`src/rtl/seg7_scan_decoder.sv`:
```
// Monitors multiplexed seven-segment pins, decodes each settled digit back to a
// nibble and publishes the 4-digit value once enough identical scans are seen.
module seg7_scan_decoder #(
   parameter int SETTLE  = 4,
   parameter int STABLE  = 2,
   parameter int TIMEOUT = 4096
) (
   input  logic        clk,
   input  logic        rst,
   input  logic [3:0]  an,
   input  logic        ca,
   input  logic        cb,
   input  logic        cc,
   input  logic        cd,
   input  logic        ce,
   input  logic        cf,
   input  logic        cg,
   output logic [15:0] value,
   output logic        valid,
   output logic        update,
   output logic [3:0]  glyph_err,
   output logic [1:0]  dbg_state
);

   localparam int CTR_W   = (SETTLE  > 1) ? $clog2(SETTLE + 1)  : 1;
   localparam int MATCH_W = (STABLE  > 1) ? $clog2(STABLE + 1)  : 1;
   localparam int TO_W    = (TIMEOUT > 1) ? $clog2(TIMEOUT + 1) : 1;

   typedef enum logic [1:0] {
      ST_WAIT   = 2'd0,
      ST_SETTLE = 2'd1,
      ST_SAMPLE = 2'd2,
      ST_HOLD   = 2'd3
   } state_t;

   // Returns {hit, nibble}; hit=0 for any pattern outside the hex glyph table.
   function automatic logic [4:0] decode_glyph(input logic [6:0] s);
      logic [4:0] r;
      case (s)
         7'h40:   r = 5'h10;
         7'h79:   r = 5'h11;
         7'h24:   r = 5'h12;
         7'h30:   r = 5'h13;
         7'h19:   r = 5'h14;
         7'h12:   r = 5'h15;
         7'h02:   r = 5'h16;
         7'h78:   r = 5'h17;
         7'h00:   r = 5'h18;
         7'h10:   r = 5'h19;
         7'h08:   r = 5'h1A;
         7'h03:   r = 5'h1B;
         7'h46:   r = 5'h1C;
         7'h21:   r = 5'h1D;
         7'h06:   r = 5'h1E;
         7'h0E:   r = 5'h1F;
         default: r = 5'h00;
      endcase
      return r;
   endfunction

   // Returns {exactly_one_low, digit_index}; blank and ghosted anodes give 0.
   function automatic logic [2:0] anode_index(input logic [3:0] a);
      logic [2:0] r;
      case (a)
         4'b1110: r = 3'b100;
         4'b1101: r = 3'b101;
         4'b1011: r = 3'b110;
         4'b0111: r = 3'b111;
         default: r = 3'b000;
      endcase
      return r;
   endfunction

   state_t             state_q, state_d;
   logic [3:0]         an_r_q, an_r_d, an_p_q, an_p_d;
   logic [6:0]         seg_r_q, seg_r_d, seg_p_q, seg_p_d;
   logic [CTR_W-1:0]   ctr_q, ctr_d;
   logic [1:0]         samp_idx_q, samp_idx_d;
   logic [3:0]         samp_an_q, samp_an_d;
   logic [6:0]         samp_seg_q, samp_seg_d;
   logic [15:0]        scan_q, scan_d, prev_q, prev_d;
   logic [3:0]         mask_q, mask_d, err_q, err_d;
   logic [MATCH_W-1:0] match_q, match_d;
   logic [TO_W-1:0]    to_q, to_d;
   logic [15:0]        value_q, value_d;
   logic               valid_q, valid_d, update_q, update_d;

   logic [2:0]         sel;
   logic               stable;
   logic [4:0]         dec;
   logic [15:0]        scan_new;
   logic [3:0]         mask_new, err_new;
   logic [MATCH_W-1:0] match_nx;

   // Digit capture state machine.
   always_comb begin
      state_d    = state_q;
      ctr_d      = ctr_q;
      samp_idx_d = samp_idx_q;
      samp_an_d  = samp_an_q;
      samp_seg_d = samp_seg_q;
      an_r_d     = an;
      seg_r_d    = {cg, cf, ce, cd, cc, cb, ca};
      an_p_d     = an_r_q;
      seg_p_d    = seg_r_q;
      sel        = anode_index(an_r_q);
      stable     = (an_r_q == an_p_q) && (seg_r_q == seg_p_q);

      case (state_q)
         ST_WAIT: begin
            if (sel[2]) begin
               state_d = ST_SETTLE;
               ctr_d   = '0;
            end
         end
         ST_SETTLE: begin
            if (!sel[2]) begin
               state_d = ST_WAIT;
               ctr_d   = '0;
            end else if (!stable) begin
               ctr_d = '0;
            end else if (ctr_q == CTR_W'(SETTLE - 1)) begin
               state_d    = ST_SAMPLE;
               ctr_d      = '0;
               samp_idx_d = sel[1:0];
               samp_an_d  = an_r_q;
               samp_seg_d = seg_r_q;
            end else begin
               ctr_d = ctr_q + CTR_W'(1);
            end
         end
         ST_SAMPLE: state_d = ST_HOLD;
         ST_HOLD: begin
            if (an_r_q != samp_an_q) state_d = ST_WAIT;
         end
         default: state_d = ST_WAIT;
      endcase
   end

   // Scan assembly, stability matching and timeout.
   always_comb begin
      scan_d   = scan_q;
      prev_d   = prev_q;
      mask_d   = mask_q;
      err_d    = err_q;
      match_d  = match_q;
      to_d     = to_q;
      value_d  = value_q;
      valid_d  = valid_q;
      update_d = 1'b0;

      dec      = decode_glyph(samp_seg_q);
      scan_new = scan_q;
      scan_new[{samp_idx_q, 2'b00} +: 4] = dec[4] ? dec[3:0] : 4'h0;
      mask_new = mask_q | (4'b0001 << samp_idx_q);
      err_new  = err_q | (dec[4] ? 4'b0000 : (4'b0001 << samp_idx_q));
      match_nx = (scan_new != prev_q)            ? MATCH_W'(1) :
                 (match_q == MATCH_W'(STABLE))   ? match_q     :
                                                   match_q + MATCH_W'(1);

      if (state_q == ST_SAMPLE) begin
         to_d = '0;
         if (mask_new == 4'hF) begin
            // Completed scan: the digit written this cycle takes part in the compare.
            scan_d  = scan_new;
            prev_d  = scan_new;
            mask_d  = 4'h0;
            err_d   = 4'h0;
            match_d = match_nx;
            if ((match_nx == MATCH_W'(STABLE)) && (err_new == 4'h0)) begin
               value_d  = scan_new;
               valid_d  = 1'b1;
               update_d = (scan_new != value_q) || !valid_q;
            end
         end else begin
            scan_d = scan_new;
            mask_d = mask_new;
            err_d  = err_new;
         end
      end else if (to_q != TO_W'(TIMEOUT)) begin
         to_d = to_q + TO_W'(1);
         if (to_q == TO_W'(TIMEOUT - 1)) begin
            valid_d = 1'b0;
            mask_d  = 4'h0;
            match_d = '0;
         end
      end
   end

   always_ff @(posedge clk) begin
      if (!rst) begin
         state_q    <= ST_WAIT;
         an_r_q     <= 4'hF;
         seg_r_q    <= 7'h7F;
         an_p_q     <= 4'hF;
         seg_p_q    <= 7'h7F;
         ctr_q      <= '0;
         samp_idx_q <= 2'd0;
         samp_an_q  <= 4'hF;
         samp_seg_q <= 7'h7F;
         scan_q     <= 16'h0;
         prev_q     <= 16'h0;
         mask_q     <= 4'h0;
         err_q      <= 4'h0;
         match_q    <= '0;
         to_q       <= '0;
         value_q    <= 16'h0;
         valid_q    <= 1'b0;
         update_q   <= 1'b0;
      end else begin
         state_q    <= state_d;
         an_r_q     <= an_r_d;
         seg_r_q    <= seg_r_d;
         an_p_q     <= an_p_d;
         seg_p_q    <= seg_p_d;
         ctr_q      <= ctr_d;
         samp_idx_q <= samp_idx_d;
         samp_an_q  <= samp_an_d;
         samp_seg_q <= samp_seg_d;
         scan_q     <= scan_d;
         prev_q     <= prev_d;
         mask_q     <= mask_d;
         err_q      <= err_d;
         match_q    <= match_d;
         to_q       <= to_d;
         value_q    <= value_d;
         valid_q    <= valid_d;
         update_q   <= update_d;
      end
   end

   assign value     = value_q;
   assign valid     = valid_q;
   assign update    = update_q;
   assign glyph_err = err_q;
   assign dbg_state = state_q;

endmodule

```
`config.mk`:
```
export PLATFORM = sky130hd
export DESIGN_NAME = seg7_scan_decoder
export DESIGN_NICKNAME = d
export VERILOG_FILES = /design/src/rtl/seg7_scan_decoder.sv
export SDC_FILE = /design/constraint.sdc
export NUM_CORES = 1
export LEC_CHECK = 0
export ABC_AREA = 0
export BUFFER_PORTS_ARGS = -buffer_cell sky130_fd_sc_hd__buf_2
export CAP_MARGIN = 40
export CORE_MARGIN = 1.5
export CORE_UTILIZATION = 25
export DETAILED_ROUTE_END_ITERATION = 10
export PLACE_DENSITY = 0.43
export RECOVER_POWER = 25
export SKIP_CTS_REPAIR_TIMING = 1
export SLEW_MARGIN = 10
export SYNTH_ARGS = -nofsm -noshare
export SYNTH_HDL_FRONTEND = slang
export SYNTH_SLANG_ARGS = --single-unit
```
`constraint.sdc`:
```
create_clock -name clk -period 5.18 [get_ports clk]
set_input_delay 0.259 -clock clk [delete_from_list [all_inputs] [get_ports clk]]
set_output_delay 0.259 -clock clk [all_outputs]
set_load 0.02 [all_outputs]
```
==> run_results.csv, run 1 <==
group,metric,value,unit
yosys,syn-num-nets,815,
pwr,ir_drop,0.000206,V
placed_design,preCtsSetupSlack,0.972,ns
die,start_util,0.256,
drt,drc,0,
drt,drt-total-wl,21.3,mm
timing,slew_headroom,-0.0689,
drt,vias,6017,
drt,drtIter0Drc,578,
clock_network,cts_tree,"built",
clock_network,cts_buffers,17,
final_layout,regArea,0.00226,mm2
pwr,clockPowerShare,0.540,
die,ioPinCount,37,
placed_design,hpwl,15.5,mm
timing,slew_viol_final,36,
final_layout,multi_input_area,0.00393,mm2
clock_network,cts_sinks,113,
timing,post-route-period-util,0.832,
yosys,synth_compound_area_frac,0.203,
pwr,leakagePower,0.00254,uW
placed_design,place_congestion,0.909,
timing,post-route-min-period,4.31,ns
clock_network,cts_max_path_buffers,2,
die,die_y,164,um
clock_network,insertion_delay,0.42,ns
pwr,power_frac_comb,0.028,
worst_hold_path,hp-class,"primary input to flop",
yosys,synthDistinctLibCells,76,
die,die_w,164,um
final_layout,fillers,2764,
timing,fin_ws,0.869,ns
yosys,synth-edff-count,0,
placed_design,dpl_cell_area,0.00693,mm2
critical_path,required,5.53,ns
yosys,yosys-top-cells-area,"dfxtp_1, nand2b_1, nor2_1",
critical_path,timing.rr.end,"value[10]$_SDFFE_PN0P_",
final_layout,design_area,0.00746,mm2
yosys,synth_seq_area_share,0.350,
final_layout,drive_gt1_frac,0.103,
final_layout,final_common_cell,"dfxtp_1",
global_routing,antenna_found_initial,0,
final_layout,most-common-layout-cells,"dfxtp_1, nor2_1, nand2_1",
worst_hold_path,min-delay-start,"ca",
status,outcome,"complete, but fails checks",
clock_network,htreeDepth,4,
yosys,synthCells,790,
yosys,ys_ff_latch,113,
critical_path,worstSetupStartpointType,"flop",
status,violations,"capacitance limit, slew limit",
critical_path,rr_worst_depth,10,
critical_path,critPathKind,"flop to flop",
pwr,p_seq_frac,0.432,
clock_network,root_buffer,"clkbuf_16",
worst_hold_path,holdPathStages,2,
die,die_area,0.0268,mm2
pwr,p_total,2070,uW
flow_run,max_cap_viol_count,1,
pwr,switching_share,0.225,
yosys,yosys.area_share.xor_xnor,0.0434,
worst_hold_path,holdPathEnd,"seg_p_d[0]$_SDFF_PN1_",
timing,rsz0062_at_grt,"no",
pwr,p_switching,465,uW
global_routing,grt_pass1_vias,5715,
critical_path,worstPathMaxFanout,16,
placed_design,numPortBuffers,36,
timing,fmax,0.232,GHz
drt,ant_nets,0,
yosys,ys_async_sr_fraction,0,
yosys,synth_top_area_share,0.350,
drt,drtPass1Iterations,5,
pwr,p_per_area,277,mW/mm2
yosys,synth_top_family_by_area,"simple AND/OR/NAND/NOR gates",
timing,clock_skew,0.0145,ns
die,core_area,0.0253,mm2
yosys,synth-simple-area-share,0.290,
yosys,synthMuxAreaShare,0.0459,
yosys,synth_fa_ha_area_frac,0.0232,
timing,hold_viol_final,0,
critical_path,r2r-start,"samp_idx_q[0]$_SDFFE_PN0P_",
timing,finalSetupViolCount,0,
final_layout,nNetsFinal,832,
final_layout,area_growth,15.5,%
yosys,postSynthAreaPerCell,8.18,um2
drt,wl_per_cell,18.6,um
global_routing,grt_max_degree,46,
yosys,synth_top_area_cell,"dfxtp_1",
clock_network,clkSlewWorstSetupHoldPaths,0.06,ns
global_routing,grt_pass1_wl,33.4,mm
yosys,syn_area,0.00646,mm2
drt,via_per_inst,5.23,
global_routing,overflow,0,
critical_path,cp.arrival,4.66,ns
yosys,ys.flop_type,"dfxtp_1",
global_routing,grt_usage,0.164,
pwr,p_int,1600,uW
critical_path,r2r_slack,0.87,ns
timing,tns,0,ns
critical_path,worst_setup_path_end_kind,"flop",
die,row_count,58,
timing,holdWs,0.0234,ns
yosys,yosysWarnings,0,
timing,worst_pin_slew,1.60,ns
## area by class of cell
class	count	area share
diodes	1	0.000335
well taps	330	0.0553
flip-flops and latches	113	0.303
clock inverters	11	0.0156
inverters	14	0.00704
repair buffers	48	0.0337
multi-input cells	613	0.526
clock buffers	20	0.0585
## critical path, stage by stage, from the launching register on
cell	delay, ns
dfxtp_1	0.56
inv_1	0.19
ha_1	0.45
nand4bb_1	0.44
o22ai_1	0.26
o21a_1	0.22
a2111oi_0	0.39
nand4_1	0.17
nor4_2	0.86
and2_4	0.48
mux2i_1	0.22
## kinds of logic after synthesis
group | after synthesis
adders and majority gates | 12
DFF | 113
muxes | 29
AOI/OAI and AO/OA | 187
and+or+nand+nor | 353
buffers and inverters | 64
xor gates and xnor gates | 32
## how the worst max path moves through the flow
stage	startpoint	endpoint	slack, ns	cells past startpoint
6_report	samp_idx_q[0]$_SDFFE_PN0P_	value[10]$_SDFFE_PN0P_	0.87	10
2_1_floorplan	samp_idx_q[0]$_SDFFE_PN0P_	value[10]$_SDFFE_PN0P_	1.85	14
3_5_place_dp	samp_idx_q[0]$_SDFFE_PN0P_	value[10]$_SDFFE_PN0P_	0.97	9
5_1_grt	samp_idx_q[0]$_SDFFE_PN0P_	value[10]$_SDFFE_PN0P_	0.53	10
3_3_place_gp	samp_idx_q[0]$_SDFFE_PN0P_	value[2]$_SDFFE_PN0P_	1.12	10
4_1_cts	samp_idx_q[0]$_SDFFE_PN0P_	value[10]$_SDFFE_PN0P_	0.95	9
## flip-flops by register name (all words and copies together) (netlist names), named ones only
signal,cells
samp_idx_q,2
samp_an_q,4
update,1
scan_q,16
ctr_q,3
seg_p_q,7
match_q,2
glyph_err,4
value,16
to_q,13
seg_p_d,7
mask_q,4
an_p_q,4
valid,1
prev_q,16
an_p_d,4
samp_seg_q,7
dbg_state,1
## Yosys cell counts, drive strengths merged, types with 6 or more instances
library cell,count
nor4,14
nand2,80
o21a,7
mux2i,27
nor3,15
a21boi,8
o21ai,32
xor2,9
inv,14
ha,12
a22oi,19
nand3,17
a211oi,24
a21oi,26
o22ai,17
or3,9
nand2b,62
clkbuf,38
xnor2,23
and2,7
dfxtp,113
buf,12
a2111oi,6
or2,10
a31oi,6
nor2,88
nand4,17
## power groups by stage
stage | sequential (uW) | combinational (uW) | clock, uW
floorplan | 906 | 47.3 | 0
global placement | 912 | 59.1 | 0
detailed placement | 912 | 59.2 | 0
CTS | 894 | 59.4 | 1140
global route | 895 | 65.3 | 1190
finish | 893 | 58.3 | 1120
## routing by layer
metal,vias to the layer above,track usage,wire [um]
li1,2898,-,-
met1,2872,0.223,10000
met2,198,0.249,9470
met3,49,0.0346,1240
met4,0,0.0669,580
met5,-,0,0
## per-stage QoR
| step | instances | util |
|---|---|---|
| 3_5_place_dp | 1118 | 0.274 |
| 6_report | 1150 | 0.296 |
| 2_1_floorplan | 790 | - |
| 3_3_place_gp | 1116 | 0.274 |
| 5_1_grt | 1149 | 0.295 |
| 4_1_cts | 1149 | 0.296 |
Power figures use the tool's default switching activity.
==> run 2: changes to the inputs <==
Clock period 5.18 ns to 4.2 ns, I/O delays scaled along.
==> run 2 against run 1 <==
  * The flow still finishes with violations (capacitance limit, slew limit)
  * Utilization is 0.77 points higher
  * Highest routed layer unchanged
  * Clock power is 33% higher
  * Total power grew 29%
  * Combinational power rose by 42%
  * Maximum frequency rose by 12%
  * Worst hold slack better by 0.36 ns
  * Via count increased by 1.2%
  * Register-to-register slack got worse by 0.50 ns
  * Global-route usage up 0.61 points
  * Sequential power rose by 23%
  * Critical endpoint is now value[15]$_SDFFE_PN0P_
==> run_results.csv, run 2 (same netlist as run 1, synthesis figures left out) <==
group,metric,value,unit
status,outcome,"complete, but fails checks",
status,violations,"capacitance limit, slew limit",
drt,ant_nets,0,
final_layout,fillers,2738,
final_layout,drive_gt1_frac,0.106,
pwr,p_per_area,349,mW/mm2
drt,via_per_inst,5.24,
timing,worst_pin_slew,2.07,ns
drt,wl_per_cell,19.0,um
global_routing,grt_usage,0.170,
timing,rsz0062_at_grt,"no",
die,core_area,0.0253,mm2
timing,slew_headroom,-0.377,
placed_design,numPortBuffers,36,
die,start_util,0.256,
global_routing,overflow,0,
critical_path,required,4.55,ns
pwr,leakagePower,0.00263,uW
final_layout,diodes,0,
clock_network,cts_sinks,113,
clock_network,cts_max_path_buffers,2,
critical_path,worstSetupStartpointType,"flop",
final_layout,final_common_cell,"dfxtp_1",
global_routing,use_met3,0.0366,
timing,slew_viol_final,45,
die,die_y,164,um
critical_path,worstPathCellList,"inv_1 > ha_1 > nand4bb_1 > o22ai_1 > o21a_1 > a2111oi_0 > nand4_1 > nor4_2 > buf_4 > and2_4 > mux2i_1",
final_layout,area_growth,18.5,%
worst_hold_path,holdPathStages,2,
die,die_area,0.0268,mm2
placed_design,place_congestion,0.935,
timing,tns,0,ns
timing,post-route-min-period,3.84,ns
timing,holdWs,0.383,ns
clock_network,root_buffer,"clkbuf_16",
flow_run,max_cap_viol_count,1,
die,die_w,164,um
clock_network,cts_tree,"built",
drt,drtIter0Drc,551,
final_layout,most-common-layout-cells,"dfxtp_1, nor2_1, nand2_1",
clock_network,clkSlewWorstSetupHoldPaths,0.06,ns
clock_network,cts_buffers,17,
final_layout,multi_input_area,0.00393,mm2
worst_hold_path,hp-class,"primary input to flop",
die,row_count,58,
final_layout,regArea,0.00226,mm2
global_routing,grt_pass1_vias,5813,
timing,finalSetupViolCount,0,
drt,drtPass1Iterations,6,
clock_network,insertion_delay,0.42,ns
die,ioPinCount,37,
placed_design,hpwl,16.0,mm
critical_path,rr_worst_depth,11,
global_routing,antenna_found_initial,0,
drt,vias,6092,
critical_path,r2r_slack,0.36,ns
critical_path,cp.arrival,4.19,ns
global_routing,grt_util_met2,0.261,
timing,hold_viol_final,0,
drt,drt-total-wl,22.1,mm
worst_hold_path,min-delay-start,"rst",
worst_hold_path,holdPathEnd,"samp_an_q[2]$_SDFFE_PN1P_",
critical_path,critPathKind,"flop to flop",
pwr,ir_drop,0.000243,V
critical_path,worst_setup_path_end_kind,"flop",
critical_path,slowest_stage,"dfxtp_1",
timing,fmax,0.261,GHz
drt,drc,0,
critical_path,worst-path-buf-inv,2,
critical_path,r2r-start,"samp_idx_q[0]$_SDFFE_PN0P_",
global_routing,grt_max_degree,45,
global_routing,busiest_layer,"met2",
critical_path,crit_family,"simple AND/OR/NAND/NOR gates",
clock_network,htreeDepth,4,
timing,post-route-period-util,0.913,
critical_path,worstPathMaxFanout,16,
critical_path,critical_path.max_stage_delay,0.57,ns
global_routing,grt_pass1_wl,34.4,mm
final_layout,nNetsFinal,845,
global_routing,grt_use_met1,0.230,
critical_path,timing.rr.end,"value[15]$_SDFFE_PN0P_",
timing,clock_skew,0.0145,ns
==> run 2: changes by cell type in the layout (fill, tap and decap cells not counted), sizes merged <==
cell / delta
buf: +2
clkinv: -1
dlygate4sd3: +11
clkbuf: -1
bufinv: +1
clkinvlp: -1
diode: -1
inv: +2
==> run 2: how the worst max path moves through the flow <==
stage | slack [ns] | to | cells after the start | start
finish | 0.36 | value[15]$_SDFFE_PN0P_ | 11 | samp_idx_q[0]$_SDFFE_PN0P_
global route | 0.08 | value[10]$_SDFFE_PN0P_ | 11 | samp_idx_q[0]$_SDFFE_PN0P_
CTS | 0.43 | value[2]$_SDFFE_PN0P_ | 11 | samp_idx_q[0]$_SDFFE_PN0P_
detailed placement | 0.46 | value[2]$_SDFFE_PN0P_ | 11 | samp_idx_q[0]$_SDFFE_PN0P_
global placement | 0.57 | update$_SDFF_PN0_ | 8 | samp_seg_q[0]$_SDFFE_PN1P_
floorplan | 0.87 | value[10]$_SDFFE_PN0P_ | 14 | samp_idx_q[0]$_SDFFE_PN0P_
==> run 2: cell type report <==
type | count | share of cell area
inverters | 14 | 0.00686
flip-flops and latches | 113 | 0.295
well taps | 330 | 0.0539
clock inverters | 12 | 0.0208
repair buffers | 61 | 0.0521
clock buffers | 19 | 0.0578
multi-input cells | 613 | 0.513
==> run 2: metrics by stage <==
| stage | std cells | util | total power [uW] | worst slack [ns] | instance area [um2] |
|---|---|---|---|---|---|
| detailed placement | 1120 | 0.276 | 1200 | 0.461 | 6970 |
| finish | 1162 | 0.303 | 2670 | 0.364 | 7660 |
| global route | 1162 | 0.303 | 2770 | 0.0763 | 7660 |
| global placement | 1118 | 0.274 | 1200 | 0.567 | 6930 |
| floorplan | 790 | - | 1180 | 0.865 | 6460 |
| CTS | 1151 | 0.300 | 2700 | 0.432 | 7570 |
==> run 2: layer usage <==
| metal | routed length [um] | up-vias |
|---|---|---|
| li1 | - | 2928 |
| met1 | 10500 | 2899 |
| met2 | 9730 | 212 |
| met3 | 1310 | 53 |
| met4 | 639 | 0 |
| met5 | 0 | - |
==> run 2: report_power, final <==
group          leakage [uW]  switching [uW]  internal [uW]
Combinational       0.00142            44.0           38.8
Sequential         0.000917            15.9           1090
Clock              0.000290             541            948
Total               0.00263             601           2070
